--- src/rtl/proc_ctx_pkg.sv ---
// Shared types and helpers for the process-context unit.
//   state_t       : load FSM states (IDLE, LOAD)
//   OS_PID        : process id reserved for the OS (slot 0)
//   proc_id_width : width of a process id for a given slot count
//   cmd_t         : OS-control flags decoded from the opcode
package proc_ctx_pkg;

    typedef enum logic {
        IDLE = 1'b0,
        LOAD = 1'b1
    } state_t;

    localparam int unsigned OS_PID = 0;

    function automatic int unsigned proc_id_width(input int unsigned n);
        return (n > 1) ? $clog2(n) : 1;
    endfunction

    typedef struct packed {
        logic getpc;
        logic setpc;
        logic sprc;
        logic chwrt;
        logic chrd;
    } cmd_t;

endpackage

--- src/rtl/proc_ctx_slots.sv ---
// Saved-PC register file: NUM_PROCS entries of PC_W bits.
// Ports:
//   clock, reset  : clock and synchronous active-high reset (clears all slots)
//   we/waddr/wdata: single write port
//   raddr/rdata   : single asynchronous read port (returns the pre-write value
//                   when read and write hit the same slot in one cycle)
module proc_ctx_slots #(
    parameter int unsigned NUM_PROCS = 4,
    parameter int unsigned PC_W      = 10,
    parameter int unsigned ID_W      = 2
) (
    input  logic            clock,
    input  logic            reset,
    input  logic            we,
    input  logic [ID_W-1:0] waddr,
    input  logic [PC_W-1:0] wdata,
    input  logic [ID_W-1:0] raddr,
    output logic [PC_W-1:0] rdata
);

    logic [PC_W-1:0] mem [NUM_PROCS];

    always_ff @(posedge clock) begin
        if (reset) begin
            for (int unsigned i = 0; i < NUM_PROCS; i++) begin
                mem[i] <= '0;
            end
        end else if (we) begin
            mem[waddr] <= wdata;
        end
    end

    assign rdata = mem[raddr];

endmodule

--- src/rtl/proc_ctx_unit.sv ---
// Process-context unit: responds to the OS-control opcode flags (getpc,
// setpc, sprc, chwrt, chrd), keeps per-process saved PCs, the current
// process id and the instruction-memory shift registers, and issues
// one-cycle PC-load requests.
// Optional round-robin preemption is built when PROC_CTX_PREEMPT_EN is
// defined; otherwise preempt is tied low and only setpc loads the PC.
// Ports:
//   clock, reset          : clock, synchronous active-high reset
//   save_proc_pc          : slot[reg_data] <= pc_in + 1
//   change_proc_pc        : pc_out <= slot[reg_data], pc_load next cycle
//   proc_swap             : cur_proc <= reg_data
//   chng_wrt_shft/rd_shft : wrt_shift / rd_shift <= reg_data[SHIFT_W-1:0]
//   hlt, instr_step       : quantum timer qualifiers
//   pc_in, reg_data       : current PC, register-file operand
//   pc_load, pc_out       : PC load request and target
//   cur_proc              : running process id
//   wrt_shift, rd_shift   : instruction-memory offsets
//   preempt               : pulse in the cycle a quantum expires
//   idx_err               : sticky out-of-range slot index
//   busy                  : FSM in LOAD
module proc_ctx_unit
    import proc_ctx_pkg::*;
#(
    parameter int unsigned NUM_PROCS = 4,
    parameter int unsigned PC_W      = 10,
    parameter int unsigned SHIFT_W   = 10,
    parameter int unsigned QUANTUM   = 64,
    parameter int unsigned OS_ENTRY  = 0,
    localparam int unsigned PROC_ID_W = proc_id_width(NUM_PROCS)
) (
    input  logic                 clock,
    input  logic                 reset,
    input  logic                 save_proc_pc,
    input  logic                 change_proc_pc,
    input  logic                 proc_swap,
    input  logic                 chng_wrt_shft,
    input  logic                 chng_rd_shft,
    input  logic                 hlt,
    input  logic                 instr_step,
    input  logic [PC_W-1:0]      pc_in,
    input  logic [31:0]          reg_data,
    output logic                 pc_load,
    output logic [PC_W-1:0]      pc_out,
    output logic [PROC_ID_W-1:0] cur_proc,
    output logic [SHIFT_W-1:0]   wrt_shift,
    output logic [SHIFT_W-1:0]   rd_shift,
    output logic                 preempt,
    output logic                 idx_err,
    output logic                 busy
);

    cmd_t                 cmd;
    state_t               state;
    logic                 idx_ok;
    logic [PROC_ID_W-1:0] idx;
    logic                 getpc_ok;
    logic                 setpc_ok;
    logic                 sprc_ok;
    logic                 any_cmd;
    logic                 expire;
    logic [PC_W-1:0]      pc_next;
    logic                 slot_we;
    logic [PROC_ID_W-1:0] slot_waddr;
    logic [PC_W-1:0]      slot_rdata;

    assign cmd = '{getpc: save_proc_pc, setpc: change_proc_pc, sprc: proc_swap,
                   chwrt: chng_wrt_shft, chrd: chng_rd_shft};

    // Full 32-bit compare so high operand bits cannot alias onto a valid slot.
    assign idx_ok   = reg_data < 32'(NUM_PROCS);
    assign idx      = reg_data[PROC_ID_W-1:0];
    assign getpc_ok = cmd.getpc && idx_ok;
    assign setpc_ok = cmd.setpc && idx_ok && (state == IDLE);
    assign sprc_ok  = cmd.sprc && idx_ok;
    assign any_cmd  = |cmd;
    assign pc_next  = pc_in + PC_W'(1);

`ifdef PROC_CTX_PREEMPT_EN
    localparam int unsigned    Q_W    = (QUANTUM > 1) ? $clog2(QUANTUM) : 1;
    localparam logic [Q_W-1:0] Q_LAST = Q_W'(QUANTUM - 1);

    logic [Q_W-1:0] qcnt;
    logic           in_user;
    logic           step_q;

    assign in_user = cur_proc != PROC_ID_W'(OS_PID);
    assign step_q  = instr_step && !hlt && in_user;
    // Any command or an in-flight load defers expiry; the counter then sits
    // at Q_LAST so the next qualifying step retries.
    assign expire  = !reset && step_q && (qcnt == Q_LAST) && !any_cmd && (state == IDLE);
    assign preempt = expire;

    always_ff @(posedge clock) begin
        if (reset) begin
            qcnt <= '0;
        end else if (sprc_ok || expire || !in_user) begin
            qcnt <= '0;
        end else if (step_q && (qcnt != Q_LAST)) begin
            qcnt <= qcnt + Q_W'(1);
        end
    end
`else
    logic unused_nopreempt;

    assign expire           = 1'b0;
    assign preempt          = 1'b0;
    assign unused_nopreempt = ^{hlt, instr_step, (QUANTUM != 0), (OS_ENTRY != 0)};
`endif

    // getpc and the preemption save never coincide (a command blocks expiry),
    // so one write port serves both.
    assign slot_we    = getpc_ok || expire;
    assign slot_waddr = getpc_ok ? idx : cur_proc;

    proc_ctx_slots #(
        .NUM_PROCS (NUM_PROCS),
        .PC_W      (PC_W),
        .ID_W      (PROC_ID_W)
    ) u_slots (
        .clock (clock),
        .reset (reset),
        .we    (slot_we),
        .waddr (slot_waddr),
        .wdata (pc_next),
        .raddr (idx),
        .rdata (slot_rdata)
    );

    always_ff @(posedge clock) begin
        if (reset) begin
            state     <= IDLE;
            pc_out    <= '0;
            cur_proc  <= '0;
            wrt_shift <= '0;
            rd_shift  <= '0;
            idx_err   <= 1'b0;
        end else begin
            state <= ((state == IDLE) && (setpc_ok || expire)) ? LOAD : IDLE;

            if (setpc_ok) begin
                pc_out <= slot_rdata;
            end else if (expire) begin
                pc_out <= PC_W'(OS_ENTRY);
            end

            if (sprc_ok) begin
                cur_proc <= idx;
            end else if (expire) begin
                cur_proc <= PROC_ID_W'(OS_PID);
            end

            if (cmd.chwrt) begin
                wrt_shift <= reg_data[SHIFT_W-1:0];
            end
            if (cmd.chrd) begin
                rd_shift <= reg_data[SHIFT_W-1:0];
            end

            if ((cmd.getpc || cmd.setpc || cmd.sprc) && !idx_ok) begin
                idx_err <= 1'b1;
            end
        end
    end

    assign pc_load = (state == LOAD);
    assign busy    = (state == LOAD);

endmodule

--- config.mk ---
export PLATFORM = sky130hd
export DESIGN_NAME = proc_ctx_unit
export DESIGN_NICKNAME = d
export VERILOG_FILES = /design/src/rtl/proc_ctx_pkg.sv /design/src/rtl/proc_ctx_slots.sv /design/src/rtl/proc_ctx_unit.sv
export SDC_FILE = /design/constraint.sdc
export NUM_CORES = 1
export LEC_CHECK = 0
export CAP_MARGIN = 10
export CORE_AREA = 10 10 95 97
export CTS_CLUSTER_SIZE = 24
export DETAILED_ROUTE_END_ITERATION = 10
export DIE_AREA = 0 0 105 107
export PLACE_DENSITY = 0.86
export RECOVER_POWER = 25
export REMOVE_ABC_BUFFERS = 1
export SYNTH_ARGS = -nofsm -noshare
export SYNTH_HDL_FRONTEND = slang
export SYNTH_HIERARCHICAL = 1
export SYNTH_SLANG_ARGS = --single-unit
--- constraint.sdc ---
create_clock -name clock -period 3.54 [get_ports clock]
set_input_delay 0.708 -clock clock [delete_from_list [all_inputs] [get_ports clock]]
set_output_delay 0.708 -clock clock [all_outputs]
set_load 0.01 [all_outputs]
# After elaboration in Yosys (flattened, before gate mapping)
# Memories as Yosys holds them, arrays and structs flattened. A register that Yosys moved wholly into a read port is not among the register bits.
# Index checks and enable logic that the tools add are counted.
# Widths: inputs -> output; s select.
[totals]
register_bits = 24
memories = 1
ramBits = 40
out_inout_bits = 36
[classes]
bitwise = 1
mux = 10
n_reduce_logical = 10
add_sub_neg = 1
n_lt_le_gt_ge = 1
[memory_table]
columns = ["memory", "depth", "width", "read_ports", "rd_clocked_by_memory_dff", "wr", "line_no", "text"]
rows = [
  ["u_slots.mem", 4, 10, 1, 1, 4, "proc_ctx_slots.sv:21", "logic [PC_W-1:0] mem [NUM_PROCS];"],
]
[op_table]
columns = ["operator", "n"]
rows = [
  ["$lt 32x3->1 const B", 1],
  ["$add 10x1->10 const B", 1],
  ["$mux 10", 1],
  ["$reduce_or 10->1", 1],
  ["$mux 1", 7],
  ["$logic_and 1x1->1", 6],
  ["$mux 2", 2],
  ["$logic_or 1x1->1", 2],
  ["$logic_not 1->1", 1],
  ["$not 1->1", 1],
]

# Logic depth before layout (Yosys ltp)
# Gate-level depths: netlist of run 1.
[logic_depth]
depth_word = 7
ltp_mapped = 7
ltp_nobuf = 6

# Modules after synthesis
# The synthesis of run 1 kept the hierarchy.
[modules_own_cells]
columns = ["module", "seq_area_each_um2", "area_per_inst_um2", "instances", "cells_per_inst"]
rows = [
  ["proc_ctx_slots", 1201.2, 1823.0, 1, 104],
  ["proc_ctx_unit", 680.7, 1582.8, 1, 170],
]

# Worst setup path before layout of run 1
# OpenSTA, ideal clock, no wires.
[synth_timing]
path_kind = "input to register"
start = "input port reg_data[29]"
end = "memory u_slots.mem[1][0], enable pin"
n_path_buf = 1
setup_slack_ps = 808
stages = 6
t_required_ps = 3161
arrival_time_ps = 2353
path_cell_list = "nor4_2 -> and4_1 -> buf_4 -> nand3_4 -> mux2_4 -> o21bai_1"
[synth_lines]
columns = ["element", "line_no", "text"]
rows = [
  ["start, declared", "proc_ctx_unit.sv:41", "input logic [31:0] reg_data,"],
  ["end, declared", "proc_ctx_slots.sv:21", ""],
]

==> impl_metrics.py, run 1 <==
metrics = {
    "status": {
        "status": "completed",
    },
    "grt": {
        "grt_start_max_net_pins": 35,
        "grt_pass1_vias": 2486,
        "track_usage": 0.147,
        "antenna_found_initial": 0,
        "grt_first_pass_wirelength_um": 13000,
        "globalRouteOverflowTotal": 0,
    },
    "sta": {
        "setup_violations": 0,
        "hold_viol": 0,
        "fin_skew_ns": 0.0102,
        "relSlewSlack": 0.0483,
        "max_freq_mhz": 347,
        "timing.hold.ws_ns": 0.469,
        "rsz0062_at_grt": "no",
        "period_minus_slack_ns": 2.88,
        "final-max-slew-violation-count": 0,
        "setup_ws_ns": 0.659,
        "worst_pin_slew_ns": 1.43,
        "finalCritPeriodShare": 0.814,
        "final.setup.tns_ns": 0,
    },
    "clock_network": {
        "postCtsHoldBufs": 0,
        "clock-sinks": 74,
        "cts_buffers": 9,
        "root_buffer": "clkbuf_8",
        "clockBufferDepth": 2,
        "cts_tree": "yes",
        "post_cts_resize_count": 0,
        "clk_pin_slew_ns": 0.08,
        "insertion_delay_ns": 0.34,
        "cts_setup_buffers": 0,
        "ctsHtreeMaxLevel": 3,
    },
    "synthesis": {
        "synthArstFlopShare": 0,
        "yosys.area.top_type": "edfxtp_1",
        "synth-seq-cells": 74,
        "synth_top_area_frac": 0.353,
        "ys.flop_type": "edfxtp_1",
        "post_synth.cell_area_avg_um2": 12.4,
        "yosysMostFrequentCell": "and2_1",
        "synthCells": 274,
        "yosys-top-cells-area": "edfxtp_1 (35%), dfxtp_1 (20%), and2_1 (7.5%)",
        "yosys_warnings": 6,
        "synth_common_cells": "and2_1 (41), edfxtp_1 (40), dfxtp_1 (34)",
        "ys_types": 39,
        "syn_area_um2": 3410,
        "ys_seq_area_frac": 0.553,
        "synth_edf_count": 40,
    },
    "power_and_ir_drop": {
        "ir_worst_vdd_v": 0.000192,
        "powerDensity_nw_per_um2": 396,
        "p_leak_nw": 1.68,
    },
    "floorplanning": {
        "coreArea_um2": 7140,
        "die_h_um": 107,
        "dieArea_um2": 11200,
        "io_pins": 87,
        "die_w_um": 105,
        "fp-row-count": 31,
        "initial_core_util": 0.477,
    },
    "drt": {
        "drc": 0,
        "viasPerCell": 5.35,
        "vias": 2473,
        "routed_wl_um": 8480,
        "wl_per_cell_um": 18.3,
        "ant_nets": 0,
        "drt_iter0_markers": 137,
        "drtPass1Iterations": 6,
    },
    "min_path": {
        "min-delay-start": "pc_out[0]",
        "hp-class": "reg -> reg",
        "holdPathStages": 2,
        "hold_path_end": "pc_out[0]",
    },
    "worst_setup_path": {
        "worstSetupPathType": "in -> reg",
        "cp.required_ns": 3.74,
        "r2r_end": "pc_out[2]",
        "cp-start-kind": "input port",
        "r2r_setup_slack_ns": 1.96,
        "r2r.worst_path.cells": 4,
        "reg2reg_from": "busy",
        "cp-end-kind": "flip-flop",
        "crit_fanout": 10,
        "worstPathArrival_ns": 3.08,
    },
    "placement": {
        "gp_congestion": 0.747,
        "pre_cts_ws_ns": 0.351,
        "portBuffers": 83,
        "dpl.hpwl_um": 6290,
    },
    "layout": {
        "multiInputGateArea_um2": 1400,
        "n_antenna_cell": 0,
        "seq_area_um2": 1880,
        "drive_above_1_share": 0.107,
        "syn2layout_area_growth_pct": 32.1,
        "num-nets-final": 410,
        "fin_util": 0.631,
        "fillers": 557,
    },
    "job": {
        "cap_violations": 0,
    },
}
## layer usage
metal  track usage  vias up  part of all wire
met5             0        -                 0
met4        0.0647        0             0.013
met3        0.0317        8             0.063
met2         0.275       86              0.54
met1         0.156     1191              0.39
li1              -     1188                 -
## stage by stage
stage	instance area [µm²]	cells	power [mW]
2_1_floorplan	3300	256	1.04
3_3_place_gp	4310	446	1.17
3_5_place_dp	4310	446	1.18
4_1_cts	4500	462	1.80
5_1_grt	4500	462	1.84
6_report	4500	462	1.78
## power breakdown
part | switching [mW] | internal [mW] | total [mW]
Clock | 0.306 | 0.322 | 0.629
Sequential | 0.0140 | 0.939 | 0.953
Combinational | 0.0880 | 0.112 | 0.200
## cell type report
cell class / instances / area share
Sequential cell: 74 / 0.418
Multi-Input combinational cell: 178 / 0.311
Timing Repair Buffer: 91 / 0.197
Clock buffer: 9 / 0.0275
Tap cell: 99 / 0.0275
Clock inverter: 7 / 0.0156
Inverter: 4 / 0.00334
## cell usage in the layout, fill, tap and decap left out, types with 2 or more instances in the layout
master and n:
clkdlybuf4s50_1 65, and2_1 41, edfxtp_1 40, dfxtp_1 34, nor2_1 23, mux2i_1 20
dlygate4sd3_1 18, nand4_1 15, o21ai_0 12, a21oi_1 12, clkbuf_8 9, buf_4 7
xnor2_1 5, mux4_2 5, mux4_1 5, nand3_1 4, inv_1 4, nor4_1 4
nor4_2 4, and4_1 3, nand2_1 3, xor2_1 3, clkinvlp_4 3, mux2_4 2
a31o_2 2, and4bb_2 2
## worst max-delay path by stage
stage,start,end,slack [ns]
4_1_cts,reg_data[4],u_slots/mem[1][7],0.70
3_5_place_dp,reg_data[4],u_slots/mem[1][9],0.35
2_1_floorplan,reg_data[29],u_slots/mem[1][0],0.63
3_3_place_gp,reg_data[4],u_slots/mem[1][9],0.42
5_1_grt,reg_data[4],u_slots/mem[1][7],0.60
6_report,reg_data[4],u_slots/mem[1][7],0.66
## cells by family after synthesis
kind of cell    synth area share
compound gates            0.0474
xor+xnor                  0.0206
fa+ha+maj                0.00367
buf+inv                   0.0367
flops                      0.553
mux                        0.139
other cells              0.00110
simple gates               0.199
## registers in the layout, summed over array words and instances, names as in the netlist
signal,count
rd_shift,10
cur_proc,2
u_slots/mem,40
pc_out,10
idx_err,1
busy,1
wrt_shift,10
## critical path: stages
cell             delay, ns
clkdlybuf4s50_1       0.47
nor4_2                0.46
and4_1                0.32
nand3_4               0.11
mux2_4                0.37
and4bb_2              0.46
and2_1                0.18
Note: power is estimated with default switching activity, not from simulation.
==> inputs of run 2 (changes only) <==
--- a/config.mk
+++ b/config.mk
@@ -6,11 +6,11 @@
 export NUM_CORES = 1
 export LEC_CHECK = 0
 export CAP_MARGIN = 10
-export CORE_AREA = 10 10 95 97
+export CORE_AREA = 10 10 99 101
 export CTS_CLUSTER_SIZE = 24
 export DETAILED_ROUTE_END_ITERATION = 10
-export DIE_AREA = 0 0 105 107
-export PLACE_DENSITY = 0.86
+export DIE_AREA = 0 0 109 111
+export PLACE_DENSITY = 0.83
 export RECOVER_POWER = 25
 export REMOVE_ABC_BUFFERS = 1
 export SYNTH_ARGS = -nofsm -noshare
==> constraint.sdc (replaced) <==
create_clock -name clock -period 2.5 [get_ports clock]
set_input_delay 0.5 -clock clock [delete_from_list [all_inputs] [get_ports clock]]
set_output_delay 0.5 -clock clock [all_outputs]
set_load 0.01 [all_outputs]
==> impl_metrics.py, run 2 (synthesis results as in run 1) <==
metrics = {
    "status": {
        "status": "completed",
    },
    "drt": {
        "drc": 0,
        "ant_nets": 0,
        "drtPass1Iterations": 4,
        "viasPerCell": 5.16,
        "routed_wl_um": 8810,
        "wl_met2_um": 4630,
        "dr_wl_met3_um": 608,
        "m1WireLength_um": 3440,
        "vias": 2516,
        "drt_iter0_markers": 91,
        "wl_per_cell_um": 18.1,
        "top_layer_used": "met4",
    },
    "layout": {
        "syn2layout_area_growth_pct": 40.0,
        "n_antenna_cell": 0,
        "top_register": "u_slots/mem",
        "fillers": 586,
        "layout_common_cells": "clkdlybuf4s50_1 (62), and2_1 (41), edfxtp_1 (40)",
        "layout_commonest_cell": "clkdlybuf4s50_1",
        "num-nets-final": 430,
        "largest_register_ffs": 40,
        "drive_above_1_share": 0.170,
    },
    "floorplanning": {
        "dieArea_um2": 12100,
        "fp-row-count": 33,
        "initial_core_util": 0.427,
        "die_w_um": 109,
        "io_pins": 87,
        "die_h_um": 111,
        "coreArea_um2": 7970,
    },
    "worst_setup_path": {
        "r2r_end": "pc_out[6]",
        "cp-end-kind": "flip-flop",
        "cp.required_ns": 2.71,
        "r2r_setup_slack_ns": 0.96,
        "crit_fanout": 7,
        "reg2reg_from": "busy",
        "worstSetupPathType": "in -> reg",
        "cp-start-kind": "input port",
        "startpoint": "reg_data[29]",
        "r2r.worst_path.cells": 4,
        "worstPathArrival_ns": 2.69,
    },
    "grt": {
        "grt_first_pass_wirelength_um": 13400,
        "grt_pass1_vias": 2643,
        "antenna_found_initial": 0,
        "track_usage": 0.141,
        "globalRouteOverflowTotal": 0,
        "grt_start_max_net_pins": 35,
    },
    "sta": {
        "final-max-slew-violation-count": 0,
        "finalCritPeriodShare": 0.992,
        "hold_viol": 0,
        "setup_violations": 0,
        "period_minus_slack_ns": 2.48,
        "final.setup.tns_ns": 0,
        "timing.hold.ws_ns": 0.477,
        "fin_skew_ns": 0.00880,
        "worst_pin_slew_ns": 0.681,
        "relSlewSlack": 0.545,
        "max_freq_mhz": 403,
    },
    "clock_network": {
        "root_buffer": "clkbuf_8",
        "cts_buffers": 9,
        "ctsHtreeMaxLevel": 3,
        "insertion_delay_ns": 0.34,
        "clock-sinks": 74,
        "clk_pin_slew_ns": 0.08,
        "cts_tree": "yes",
        "clockBufferDepth": 2,
    },
    "min_path": {
        "hp-class": "reg -> reg",
        "hold_path_end": "pc_out[9]",
        "holdPathStages": 2,
        "min-delay-start": "pc_out[9]",
    },
    "power_and_ir_drop": {
        "p_leak_nw": 1.84,
        "ir_worst_vdd_v": 0.000241,
        "powerDensity_nw_per_um2": 555,
    },
    "placement": {
        "portBuffers": 83,
        "dpl.hpwl_um": 6580,
        "gp_congestion": 0.786,
    },
    "job": {
        "cap_violations": 0,
    },
}
## run 2: cell types whose count changed in the layout (fill, tap and decap cells not counted), moves of 2 or more
cell             change
and4_1               -2
and4_4               +2
buf_4               +20
clkdlybuf4s50_1      -3
clkinv_2             +2
clkinvlp_4           -2
dlymetal6s2s_1       +4
nor4_1               -3
nor4_2               -2
nor4_4               +5
## run 2: area by class of cell
type                    count  area [µm²]  share of cell area
clock buffers              10         128              0.0268
clock inverters             6        82.6              0.0173
inverters                   4        15.0             0.00315
multi-input cells         178        1470               0.308
flip-flops and latches     74        1880               0.395
well taps                 105         131              0.0276
repair buffers            111        1060               0.223
## run 2: routing by layer
metal	track usage	up-vias
li1	-	1220
met5	0	-
met4	0.0642	0
met2	0.248	92
met3	0.0419	12
met1	0.150	1192
## run 2: per-stage QoR
| stage | power, mW | instances | util | setup WS (ns) | area [µm²] |
|---|---|---|---|---|---|
| finish | 2.65 | 488 | 0.598 | 0.0197 | 4770 |
| global route | 2.75 | 488 | 0.598 | -0.00306 | 4770 |
| CTS | 2.66 | 485 | 0.591 | 0.00565 | 4710 |
| detailed placement | 1.68 | 469 | 0.559 | -0.456 | 4460 |
| global placement | 1.67 | 469 | 0.559 | -0.358 | 4460 |
| floorplan | 1.47 | 256 | - | -0.205 | 3300 |
## run 2: worst max-delay path by stage
stage	slack, ns	end	cells after the start
6_report	0.02	u_slots/mem[0][7]	8
5_1_grt	-0.003	u_slots/mem[0][2]	8
4_1_cts	0.006	u_slots/mem[0][7]	8
3_5_place_dp	-0.46	u_slots/mem[0][6]	8
3_3_place_gp	-0.36	u_slots/mem[0][7]	8
2_1_floorplan	-0.20	u_slots/mem[1][0]	5
## run 2: power by group
group	switching [mW]	internal [mW]	total, mW	leakage (nW)
combinational	0.137	0.176	0.312	1.08
clock	0.429	0.557	0.986	0.106
sequential	0.0192	1.33	1.35	0.658
total	0.585	2.06	2.65	1.84
## run 2: worst max-delay path, cell delays in order
cell             delay [ns]
clkdlybuf4s50_1        0.45
nor4_4                 0.32
and4_4                 0.30
nand3_4                0.11
mux2_4                 0.37
nor4b_4                0.32
buf_4                  0.19
and2_1                 0.13
## run 2: what timing repair did
item / 4_1_cts / 5_1_grt
endpoints found under the setup margin: 56 / 50
pin swaps: 1 / 5
resized for setup: 6 / 9
endpoints found under the hold margin: 0 / 0
buffers inserted: 0 / 3
hold buffers: 0 / 0
